## src/rtl/dot8_accum.sv

```systemverilog
// Sequential 8x8 dot-product engine: LEN operand pairs in, one ACC_W-bit sum out.
// Define DOT8_ACC_SAT_EN to saturate the accumulator instead of wrapping.

module multiplier8 (
  input  logic [7:0]  a,
  input  logic [7:0]  b,
  output logic [15:0] p
);
  assign p = a * b;
endmodule

module dot8_accum #(
  parameter int unsigned LEN   = 4,
  parameter int unsigned ACC_W = 24
) (
  input  logic             clk,
  input  logic             rst,
  input  logic             sclr,
  input  logic             in_valid,
  output logic             in_ready,
  input  logic [7:0]       a,
  input  logic [7:0]       b,
  output logic             out_valid,
  input  logic             out_ready,
  output logic [ACC_W-1:0] sum,
  output logic             overflow
);

  typedef enum logic [1:0] {ACCUM, DRAIN, DONE} state_t;

  localparam logic [7:0] LAST = 8'(LEN - 1);

  state_t             state_reg;
  logic               in_ready_reg;
  logic               out_valid_reg;
  logic [7:0]         cnt_reg;
  logic [ACC_W-1:0]   acc_reg;
  logic [15:0]        p_q_reg;
  logic               pv_reg;
  logic               first_reg;
  logic               overflow_reg;

  logic [15:0]        product;
  logic [ACC_W:0]     add_wide;
  logic               accept;

  multiplier8 u_mult (
    .a (a),
    .b (b),
    .p (product)
  );

  assign accept   = in_valid && in_ready_reg;
  // One extra bit captures the carry-out of the accumulator addition.
  assign add_wide = {1'b0, acc_reg} + (ACC_W+1)'(p_q_reg);

  always_ff @(posedge clk or posedge rst) begin
    if (rst) begin
      state_reg     <= ACCUM;
      in_ready_reg  <= 1'b1;
      out_valid_reg <= 1'b0;
      cnt_reg       <= '0;
      acc_reg       <= '0;
      p_q_reg       <= '0;
      pv_reg        <= 1'b0;
      first_reg     <= 1'b1;
      overflow_reg  <= 1'b0;
    end else if (sclr) begin
      state_reg     <= ACCUM;
      in_ready_reg  <= 1'b1;
      out_valid_reg <= 1'b0;
      cnt_reg       <= '0;
      acc_reg       <= '0;
      p_q_reg       <= '0;
      pv_reg        <= 1'b0;
      first_reg     <= 1'b1;
      overflow_reg  <= 1'b0;
    end else begin
      pv_reg <= accept;
      if (accept) begin
        p_q_reg <= product;
      end

      if (pv_reg) begin
        first_reg <= 1'b0;
        if (first_reg) begin
          acc_reg <= ACC_W'(p_q_reg);
        end else begin
          if (add_wide[ACC_W]) begin
            overflow_reg <= 1'b1;
          end
`ifdef DOT8_ACC_SAT_EN
          // Once clamped, further additions keep carrying, so acc stays pinned.
          acc_reg <= add_wide[ACC_W] ? '1 : add_wide[ACC_W-1:0];
`else
          acc_reg <= add_wide[ACC_W-1:0];
`endif
        end
      end

      unique case (state_reg)
        ACCUM: begin
          if (accept) begin
            cnt_reg <= cnt_reg + 8'd1;
            if (cnt_reg == LAST) begin
              state_reg    <= DRAIN;
              in_ready_reg <= 1'b0;
            end
          end
        end
        DRAIN: begin
          if (pv_reg) begin
            state_reg     <= DONE;
            out_valid_reg <= 1'b1;
          end
        end
        DONE: begin
          if (out_ready) begin
            state_reg     <= ACCUM;
            in_ready_reg  <= 1'b1;
            out_valid_reg <= 1'b0;
            cnt_reg       <= '0;
            acc_reg       <= '0;
            pv_reg        <= 1'b0;
            first_reg     <= 1'b1;
            overflow_reg  <= 1'b0;
          end
        end
        default: begin
          state_reg     <= ACCUM;
          in_ready_reg  <= 1'b1;
          out_valid_reg <= 1'b0;
        end
      endcase
    end
  end

  assign in_ready  = in_ready_reg;
  assign out_valid = out_valid_reg;
  assign sum       = acc_reg;
  assign overflow  = overflow_reg;

endmodule

```

## config.mk

```make
export PLATFORM = sky130hd
export DESIGN_NAME = dot8_accum
export DESIGN_NICKNAME = d
export VERILOG_FILES = /design/src/rtl/dot8_accum.sv
export SDC_FILE = /design/constraint.sdc
export NUM_CORES = 1
export LEC_CHECK = 0
export BUFFER_PORTS_ARGS = -buffer_cell sky130_fd_sc_hd__buf_2
export CAP_MARGIN = 10
export CORE_AREA = 2 2 121 123
export CTS_BUF_LIST = sky130_fd_sc_hd__clkbuf_2
export DETAILED_ROUTE_END_ITERATION = 8
export DIE_AREA = 0 0 123 125
export RECOVER_POWER = 100
export SYNTH_ARGS = -nofsm -noshare
export SYNTH_HDL_FRONTEND = slang
export SYNTH_SLANG_ARGS = --single-unit
export TNS_END_PERCENT = 5
```

## constraint.sdc

```tcl
create_clock -name clk -period 5 [get_ports clk]
set_input_delay 0.25 -clock clk [delete_from_list [all_inputs] [get_ports clk]]
set_output_delay 0.25 -clock clk [all_outputs]
set_load 0.1 [all_outputs]
```

==> qor.yml, run 1 <==
finalHoldViolCount: 0
route.detailed.drc: 0
synthesis.yosys.warnings: 0
routed_via_density: 5.147
syn_area_per_cell_um2: 8.906
grt_first_pass_wirelength_um: 19740
reg2reg_depth: 9
rrSetupSlack_ns: 1.96
largest_register_ffs: 24
crit-reg2reg-capture: "sum[22]$_DFF_PP0_"
cts_setup_buffers: 0
synth_top_area_share_pct: 25.07
syn_to_final_growth_pct: 6.859
post_layout_minimum_cycle_time_ns: 4.022
worstPathCellList: "clkbuf_1, and2_0, fa_1, fa_1, inv_1, fa_1, fa_1, inv_1, ha_1, o21ai_0, o21ai_0, nor2b_1, a221oi_1, o21ai_0, xnor2_1, o31ai_1"
finalCritPeriodShare_pct: 80.45
drt-pass1-iter-count: 4
cellPowerDensity_mw_per_mm2: 290.1
h-tree-depth: 2
routed-via-count: 4205
critical-path-slowest-cell: "fa_1"
area_of_the_core_mm2: 0.01420
clock.fmax_mhz: 248.6
cts_tree: "built"
hold_path_class: "input pin to flop"
buffer_depth_of_the_longest_clock_path: 2
setup-tns-final_ns: 0
edff_count_synth: 0
report.final.slew_viol_count: 93
holdPathStages: 3
whs_endpoint: "in_ready$_DFFE_PP1P_"
crit_path_max_fanout: 8
async_reset_ff_share_pct: 100.0
failed_checks: "max-capacitance violations, max-slew violations"
boundary_pins: 48
first_global_vias: 4202
die_y_um: 125
most_area_hungry_cell_type_in_the_yosys_netlist: "dfrtp_1"
worst-endpoint-arrival_ns: 4.42
max-slew-margin-rel_pct: -99.37
globalRouteTotalUtil_pct: 15.53
hp-start: "out_ready"
wirelength_um: 11450
route.detailed.wl_per_inst_um: 14.01
antenna_cells: 0
clk_pin_slew_worst_paths_ns: 0.25
crit_required_ns: 5.40
cap_viol_max_count: 2
port-buffer-count: 47
clk-insertion-delay-late_ns: 0.48
detailedPlacementHpwl_um: 8875
nNetsFinal: 743
final_layout_worst_hold_slack_ns: 0.09127
grt-ovfl-total: 0
floorplan.rows: 44
library_cells_used_by_synthesis: 54
cts_buffers: 5
worst_path_largest_cell_delay_ns: 0.54
register_bit_count_reported_by_yosys: 55
setup_repair_after_global_routing_missed_its_margin: "false"
ctsRootBufferMaster: "clkbuf_2"
initial_antenna_violation_count: 0
drive_above_1_share_pct: 4.581
finalWeightedCongestion: 0.8602
regToRegStartpoint: "sum[0]$_DFF_PP0_"
synth_top_cells_by_area: "dfrtp_1, fa_1, ha_1"
worstMarginPinSlew_ns: 2.991
power.static_leakage_uw: 0.002709
initial_core_util_pct: 37.24
synth_cells: 594
postSynthNetCount: 705
outcome: "finished, violations left"
worst_ir_drop_vdd_uv: 104.3
drtAntennaViolNets: 0
critical-path-top-cell-by-count: "fa_1"
critical_path.endpoint_type: "flop"
grt_max_degree: 56
post_synthesis_sequential_area_ratio_pct: 26.06
die-width_um: 123
clock-sinks: 55
first_iter_violations: 169
ys_dominant_reg_cell: "dfrtp_1"
design.die.area_mm2: 0.01538
critPathLaunchType: "input pin"
finClkSkew_ns: 0.02779
finalSetupViolations: 0
crit_type: "input pin to flop"
netlist_area_mm2: 0.005290
[critical path, delay by kind of cell]
| family | cells | cell delay [ns] |
|---|---|---|
| AO/OA/AOI/OAI | 5 | 1.04 |
| adder cells (fa/ha/maj) | 5 | 2.35 |
| AND/OR/NAND/NOR | 2 | 0.38 |
| buffers and inverters | 3 | 0.24 |
| XOR/XNOR | 1 | 0.15 |
[cells in the final DEF, fill, tap and decap left out, drive strengths merged, types with 7 or more instances in the layout]
cell type / count
a21oi: 56
xnor2: 18
ha: 53
nand3b: 7
o21ai: 28
nand3: 7
buf: 18
and2: 51
inv: 55
nor2: 45
xor2: 12
a211oi: 10
clkbuf: 39
fa: 37
nand2: 57
a21o: 9
dfrtp: 53
o211ai: 9
nor3: 8
[per-layer routing]
layer / wire (um) / part of all wire, % / GRT usage, % / vias up
met5: 0 / 0 / 0 / -
met4: 138 / 1.2 / 3.743 / 0
met3: 373 / 3.3 / 1.916 / 11
met2: 5138 / 45 / 25.25 / 72
met1: 5798 / 51 / 22.01 / 2023
li1: - / - / - / 2099
[cell families after synthesis]
| logic type | synth area share (%) |
|---|---|
| xor gates and xnor gates | 4.967 |
| DFF | 26.06 |
| buffers and inverters | 5.298 |
| muxes | 0.5677 |
| adders and majority gates | 26.54 |
| and+or+nand+nor | 19.16 |
| AOI/OAI and AO/OA | 17.41 |
[how the worst max path moves through the flow]
stage,to,cells after the start,slack [ns],from
floorplan,p_q_reg[15]$_DFFE_PP0P_,15,0.95,a[1]
CTS,p_q_reg[15]$_DFFE_PP0P_,16,1.13,a[1]
detailed placement,p_q_reg[15]$_DFFE_PP0P_,16,0.59,a[1]
global route,p_q_reg[15]$_DFFE_PP0P_,16,0.70,a[1]
finish,p_q_reg[15]$_DFFE_PP0P_,16,0.98,a[1]
global placement,p_q_reg[15]$_DFFE_PP0P_,16,0.65,a[1]
[cell usage after synthesis, types with 3 or more instances]
master	number
xor2_1	12
nand2b_1	3
a211oi_1	10
or3_1	5
dfrtp_1	53
a21o_1	9
fa_1	37
ha_1	53
and2_1	51
a21oi_1	54
xnor2_1	18
nand3b_1	7
nand2_1	57
nor2_1	45
mux2i_1	3
o211a_1	6
and3_1	5
buf_1	3
nand3_1	7
o21a_1	4
inv_1	55
nor3_1	8
clkbuf_1	14
o21ai_0	24
o211ai_1	9
nor2b_1	4
[power breakdown]
group          internal (uW)  switching [uW]  total [uW]
clock network           41.0             141         182
registers                489            53.7         543
logic                    369             546         916
[stage by stage]
stage / std cells / power, uW / util, % / area [um2] / worst slack [ns]
after global placement: 808 / 1465 / 40.11 / 5697 / 0.6520
after floorplan: 594 / 1296 / - / 5290 / 0.9506
final: 817 / 1640 / 39.80 / 5653 / 0.9776
after CTS: 817 / 1679 / 40.46 / 5747 / 1.129
after global routing: 817 / 1811 / 39.80 / 5653 / 0.7034
after detailed placement: 808 / 1487 / 40.11 / 5697 / 0.5917
[area by class of cell]
cell class | count | area (um2)
Clock buffer | 8 | 40.04
Fill cell | 1459 | 8551
Inverter | 55 | 206.4
Multi-Input combinational cell | 465 | 3581
Sequential cell | 55 | 1379
Tap cell | 184 | 230.2
Timing Repair Buffer | 50 | 216.5
[timing repair]
item,CTS,global route
hold buffers,1,0
hold endpoints to repair,53,0
gates resized for setup,0,0
Power figures use the tool's default switching activity.
==> inputs of run 2 (changes only) <==
==> constraint.sdc (replaced) <==
create_clock -name clk -period 4.1 [get_ports clk]
set_input_delay 0.205 -clock clk [delete_from_list [all_inputs] [get_ports clk]]
set_output_delay 0.205 -clock clk [all_outputs]
set_load 0.1 [all_outputs]
==> qor.yml, run 2 (synthesis gave the netlist of run 1 again) <==
cts_buffers: 5  # unchanged
drt-pass1-iter-count: 4  # unchanged
cts_tree: "built"  # unchanged
first_global_vias: 4282  # was 4,202
floorplan.rows: 44  # unchanged
die_y_um: 125  # unchanged
delay_heaviest_family_cp: "adder cells"  # unchanged
finalHoldViolCount: 0  # unchanged
final_layout_worst_hold_slack_ns: 0.1077  # was 0.09127 ns
critical_path.endpoint_type: "flop"  # unchanged
routed_via_density: 5.087  # was 5.147
worst-endpoint-arrival_ns: 4.18  # was 4.42 ns
max-slew-margin-rel_pct: -97.37  # was -99.37%
post_layout_minimum_cycle_time_ns: 3.784
worst_path_largest_cell_delay_ns: 0.55  # was 0.54 ns
setup-tns-final_ns: 0  # unchanged
initial_antenna_violation_count: 1  # was 0
final_core_utilization_pct: 41.90  # was 39.80%
cts_setup_buffers: 0  # unchanged
ctsRootBufferMaster: "clkbuf_2"  # unchanged
grt_max_degree: 56  # unchanged
buffer_depth_of_the_longest_clock_path: 2  # unchanged
crit_path_max_fanout: 6  # was 8
crit_type: "input pin to flop"  # unchanged
grt-ovfl-total: 0  # unchanged
design.die.area_mm2: 0.01538  # unchanged
area_of_the_core_mm2: 0.01420  # unchanged
port-buffer-count: 47  # unchanged
critical-path-top-cell-by-count: "fa_1"  # unchanged
clock-sinks: 55  # unchanged
ctsHoldBuffers: 2  # was 1
critPathLaunchType: "input pin"  # unchanged
crit_required_ns: 4.50  # was 5.40 ns
routed-via-count: 4339  # was 4,205
clock.fmax_mhz: 264.3
finalWeightedCongestion: 0.8938  # was 0.8602
nNetsFinal: 778  # was 743
worstPathCellList: "buf_2, and2_0, fa_1, fa_1, inv_1, fa_1, fa_1, inv_1, ha_1, a211oi_1, o21ai_0, nor2b_1, a221oi_2, o21ai_0, xnor2_1, o31ai_1"  # was clkbuf_1, and2_0, fa_1, fa_1, inv_1, fa_1, fa_1, inv_1, ha_1, o21ai_0, o21ai_0, nor2b_1, a221oi_1, o21ai_0, xnor2_1, o31ai_1
layout_common_cells: "nand2_1, a21oi_1, inv_1"  # unchanged
largest_register_ffs: 24  # unchanged
boundary_pins: 48  # unchanged
initial_core_util_pct: 37.24  # unchanged
cellPowerDensity_mw_per_mm2: 369.2  # was 290.1 mW/mm2
finalCritPeriodShare_pct: 92.30
route.detailed.drc: 0  # unchanged
finClkSkew_ns: 0.01369  # was 0.02779 ns
worst_ir_drop_vdd_uv: 151.4  # was 104.3 uV
syn_to_final_growth_pct: 12.49  # was 6.859%
clk-insertion-delay-late_ns: 0.46  # was 0.48 ns
detailedPlacementHpwl_um: 9021  # was 8875 um
cap_viol_max_count: 2  # unchanged
outcome: "finished, violations left"  # unchanged
report.final.slew_viol_count: 93  # unchanged
worstMarginPinSlew_ns: 2.961  # was 2.991 ns
failed_checks: "max-capacitance violations, max-slew violations"  # unchanged
first_iter_violations: 278  # was 169
hold_path_class: "input pin to flop"  # unchanged
drive_above_1_share_pct: 9.731  # was 4.581%
globalRouteTotalUtil_pct: 15.72  # was 15.53%
power.static_leakage_uw: 0.002892  # was 0.002709 uW
grt_first_pass_wirelength_um: 20020  # was 19,740 um
clk_pin_slew_worst_paths_ns: 0.26  # was 0.25 ns
finalSetupViolations: 0  # unchanged
drtAntennaViolNets: 0  # unchanged
worstPathBufferInverterCount: 3  # unchanged
h-tree-depth: 2  # unchanged
mostFrequentLayoutCell: "nand2_1"  # unchanged
setup_repair_after_global_routing_missed_its_margin: "false"  # unchanged
post_cts_resized: 0  # unchanged
route.detailed.wl_per_inst_um: 13.39  # was 14.01 um
die-width_um: 123  # unchanged
wirelength_um: 11420  # was 11,450 um
critical-path-slowest-cell: "fa_1"  # unchanged
## run 2: worst paths after layout
check / start / to / slack [ns] / cells after the start
hold reg to reg: overflow$_DFF_PP0_ / overflow$_DFF_PP0_ / 0.53 / 1
max in group asynchronous: rst / p_q_reg[8]$_DFFE_PP0P_ / 1.11 / 4
setup reg to reg: sum[0]$_DFF_PP0_ / sum[22]$_DFF_PP0_ / 1.06 / 9
min in group asynchronous: rst / sum[11]$_DFF_PP0_ / 1.37 / 4
setup / recovery: a[1] / p_q_reg[15]$_DFFE_PP0P_ / 0.32 / 16
hold / removal: b[0] / p_q_reg[0]$_DFFE_PP0P_ / 0.11 / 3
## run 2: through the flow
stage,total power [uW],std cells,setup WS [ns],instance area (um2)
4_1_cts,2247,852,0.3370,6037
3_5_place_dp,1950,842,-0.2265,5952
5_1_grt,2428,853,0.03638,5951
2_1_floorplan,1581,594,0.09558,5290
3_3_place_gp,1926,842,-0.1492,5952
6_report,2197,853,0.3158,5951
## run 2: worst register-to-register path, delay by kind of cell, from the launching register on
family	cells	cell delay (ns)
compound gates	7	1.83
fa+ha+maj	2	0.67
flops	1	0.49
## run 2: cell type report
class / instances / area [um2]
multi-input cells: 465 / 3587
inverters: 55 / 206.4
clock inverters: 1 / 30.03
flip-flops and latches: 55 / 1379
well taps: 184 / 230.2
clock buffers: 7 / 35.03
fillers: 1439 / 8253
repair buffers: 85 / 480.5
diodes: 1 / 2.502
## run 2: routing by layer
metal,track usage (%),up-vias,share of wire (%)
met1,22.34,2076,50
met4,3.409,0,0.95
li1,-,2175,-
met2,25.80,81,46
met3,1.734,7,3.5
met5,0,-,0
## run 2: power by group
part	switching [uW]	internal, uW
sequential	62.0	596
clock	174	108
combinational	698	559
total	934	1260
==> inputs of run 3 (changes only) <==
==> constraint.sdc (replaced) <==
create_clock -name clk -period 4.1 [get_ports clk]
set_input_delay 0.82 -clock clk [delete_from_list [all_inputs] [get_ports clk]]
set_output_delay 0.82 -clock clk [all_outputs]
set_load 0.1 [all_outputs]
==> qor.yml, run 3 (synthesis gave the netlist of run 1 again) <==
total_power_uw: 2287  # was 2197 uW
failed_checks: "max-capacitance violations, max-slew violations, negative setup slack"  # was max-capacitance violations, max-slew violations
p_clk_share_pct: 9.6  # was 12.9%
finalWeightedCongestion: 0.8399  # was 0.8938
antenna_cells: 0  # was 1
initial_core_util_pct: 37.24  # unchanged
finalSetupViolations: 1  # was 0
area_of_the_core_mm2: 0.01420  # unchanged
finalCritPeriodShare_pct: 100.7  # was 92.30%
place_inst: 845  # was 842
clock.fmax_mhz: 242.3  # was 264.3 MHz
topRoutingLayerUsed: "met4"  # unchanged
max-slew-margin-rel_pct: -6.176  # was -97.37%
layout_common_cells: "a21oi_1, nand2_1, dfrtp_1"  # was nand2_1, a21oi_1, inv_1
worst-endpoint-arrival_ns: 4.55  # was 4.18 ns
post_layout_minimum_cycle_time_ns: 4.128  # was 3.784 ns
drt-pass1-iter-count: 4  # unchanged
fin_area_mm2: 0.006051  # was 0.005951 mm2
boundary_pins: 48  # unchanged
port-buffer-count: 47  # unchanged
worst_ir_drop_vdd_uv: 139.9  # was 151.4 uV
globalRouteTotalUtil_pct: 15.61  # was 15.72%
sequentialPowerShare_pct: 28.9  # was 30.0%
setup_repair_after_global_routing_missed_its_margin: "true"  # was false
cts_buffers: 5  # unchanged
crit_required_ns: 4.52  # was 4.50 ns
p_int_uw: 1298  # was 1263 uW
place_worst_setup_slack_ns: -0.5848  # was -0.2265 ns
swShare_pct: 43.22  # was 42.51%
p_switching_uw: 988.3  # was 933.9 uW
detailedPlacementHpwl_um: 9093  # was 9021 um
setup_ws_ns: -0.02789  # was 0.3158 ns
finalHoldViolCount: 0  # unchanged
clock-sinks: 55  # unchanged
floorplan.rows: 44  # unchanged
combPwrFrac_pct: 61.5  # was 57.2%
worstMarginPinSlew_ns: 1.593  # was 2.961 ns
outcome: "finished, violations left"  # unchanged
clk-insertion-delay-late_ns: 0.47  # was 0.46 ns
first_iter_violations: 194  # was 278
routed-via-count: 4302  # was 4,339
die_y_um: 125  # unchanged
setup-tns-final_ns: -0.02789  # was 0 ns
cellPowerDensity_mw_per_mm2: 377.9  # was 369.2 mW/mm2
buffer_depth_of_the_longest_clock_path: 2  # unchanged
design.die.area_mm2: 0.01538  # unchanged
largest_register_ffs: 24  # unchanged
power.static_leakage_uw: 0.002896  # was 0.002892 uW
route.detailed.wl_per_inst_um: 13.41  # was 13.39 um
cts_setup_buffers: 0  # unchanged
wirelength_um: 11440  # was 11,420 um
die-width_um: 123  # unchanged
routed-wl-met3_um: 324  # was 397 um
h-tree-depth: 2  # unchanged
critPathLaunchType: "input pin"  # unchanged
drive_above_1_share_pct: 13.30  # was 9.731%
crit_type: "input pin to flop"  # unchanged
grt_max_degree: 38  # was 56
crit_path_max_fanout: 7  # was 6
route.detailed.drc: 0  # unchanged
finClkSkew_ns: 0.02645  # was 0.01369 ns
cts_tree: "built"  # unchanged
ctsRootBufferMaster: "clkbuf_2"  # unchanged
initial_antenna_violation_count: 0  # was 1
placed_cell_area_mm2: 0.006063  # was 0.005952 mm2
syn_to_final_growth_pct: 14.38  # was 12.49%
grt_first_pass_wirelength_um: 20020  # about the same
grt-ovfl-total: 0  # unchanged
mostFrequentLayoutCell: "a21oi_1"  # was nand2_1
cap_viol_max_count: 1  # was 2
critical_path.endpoint_type: "flop"  # unchanged
hold_path_class: "flop to flop"  # was input pin to flop
wl_met2_um: 5304  # was 5215 um
drtAntennaViolNets: 0  # unchanged
ctsHoldBuffers: 0  # was 2
clk_pin_slew_worst_paths_ns: 0.28  # was 0.26 ns
layoutNonFillerInstCount: 853  # unchanged
first_global_vias: 4326  # was 4,282
met1Wirelength_um: 5709  # was 5696 um
nNetsFinal: 779  # was 778
routed_via_density: 5.043  # was 5.087
report.final.slew_viol_count: 38  # was 93
## run 3: cell types whose count changed in the layout (fill, tap and decap cells not counted), moves of 4 or more
| cell | before | now |
|---|---|---|
| buf_2 | 20 | 14 |
| ha_4 | 0 | 5 |
| o21ai_0 | 27 | 23 |
| ha_1 | 53 | 48 |
| buf_4 | 30 | 38 |
## run 3: area by class of cell
type | instances | area, um2
fillers | 1413 | 8153
multi-input cells | 465 | 3695
flip-flops and latches | 55 | 1379
repair buffers | 86 | 498.0
well taps | 184 | 230.2
inverters | 55 | 206.4
clock buffers | 6 | 30.03
clock inverters | 2 | 12.51
## run 3: worst max-delay path, cell delays in order
cell,delay (ns)
clkbuf_4,0.15
and2_4,0.17
fa_1,0.56
fa_1,0.43
fa_1,0.50
inv_1,0.05
fa_1,0.49
inv_2,0.04
ha_4,0.16
nor3_4,0.18
o21ai_1,0.08
nor2b_2,0.17
a221oi_2,0.25
buf_4,0.15
xnor2_1,0.10
nand2_1,0.08
a21oi_2,0.15
## run 3: layer usage
| layer | global-route usage [%] | up-vias |
|---|---|---|
| li1 | - | 2182 |
| met1 | 21.53 | 2052 |
| met2 | 26.39 | 63 |
| met3 | 1.916 | 5 |
| met4 | 3.008 | 0 |
| met5 | 0 | - |
## run 3: stage by stage
step / hold WS, ns / utilization [%]
after floorplan: 0.5077 / -
after global placement: 0.4694 / 42.69
after detailed placement: 0.4844 / 42.69
after CTS: 0.4198 / 43.03
after global routing: 0.5818 / 42.60
final: 0.5438 / 42.60
## run 3: path summary, 6_finish.rpt
kind | from | to | slack [ns] | cells after the start
max | a[3] | p_q_reg[13]$_DFFE_PP0P_ | -0.03 | 17
min | overflow$_DFF_PP0_ | overflow$_DFF_PP0_ | 0.54 | 1
max reg2reg | sum[0]$_DFF_PP0_ | sum[16]$_DFF_PP0_ | 1.17 | 9
min reg2reg | overflow$_DFF_PP0_ | overflow$_DFF_PP0_ | 0.54 | 1
max in group asynchronous | rst | sum[4]$_DFF_PP0_ | 1.82 | 3
min in group asynchronous | rst | cnt_reg[4]$_DFFE_PP0P_ | 0.69 | 2
## run 3: repair_timing
item,in CTS,in global routing
pin swaps,7,7
endpoints found under the setup margin,3,6
gates resized for setup,1,13
## run 3: power by group through the flow
stage / sequential (uW) / combinational (uW) / clock (uW)
after global routing: 670 / 1590 / 256
final: 661 / 1410 / 220
after floorplan: 732 / 954 / 0
after CTS: 660 / 1430 / 233
after detailed placement: 670 / 1410 / 0
after global placement: 668 / 1380 / 0
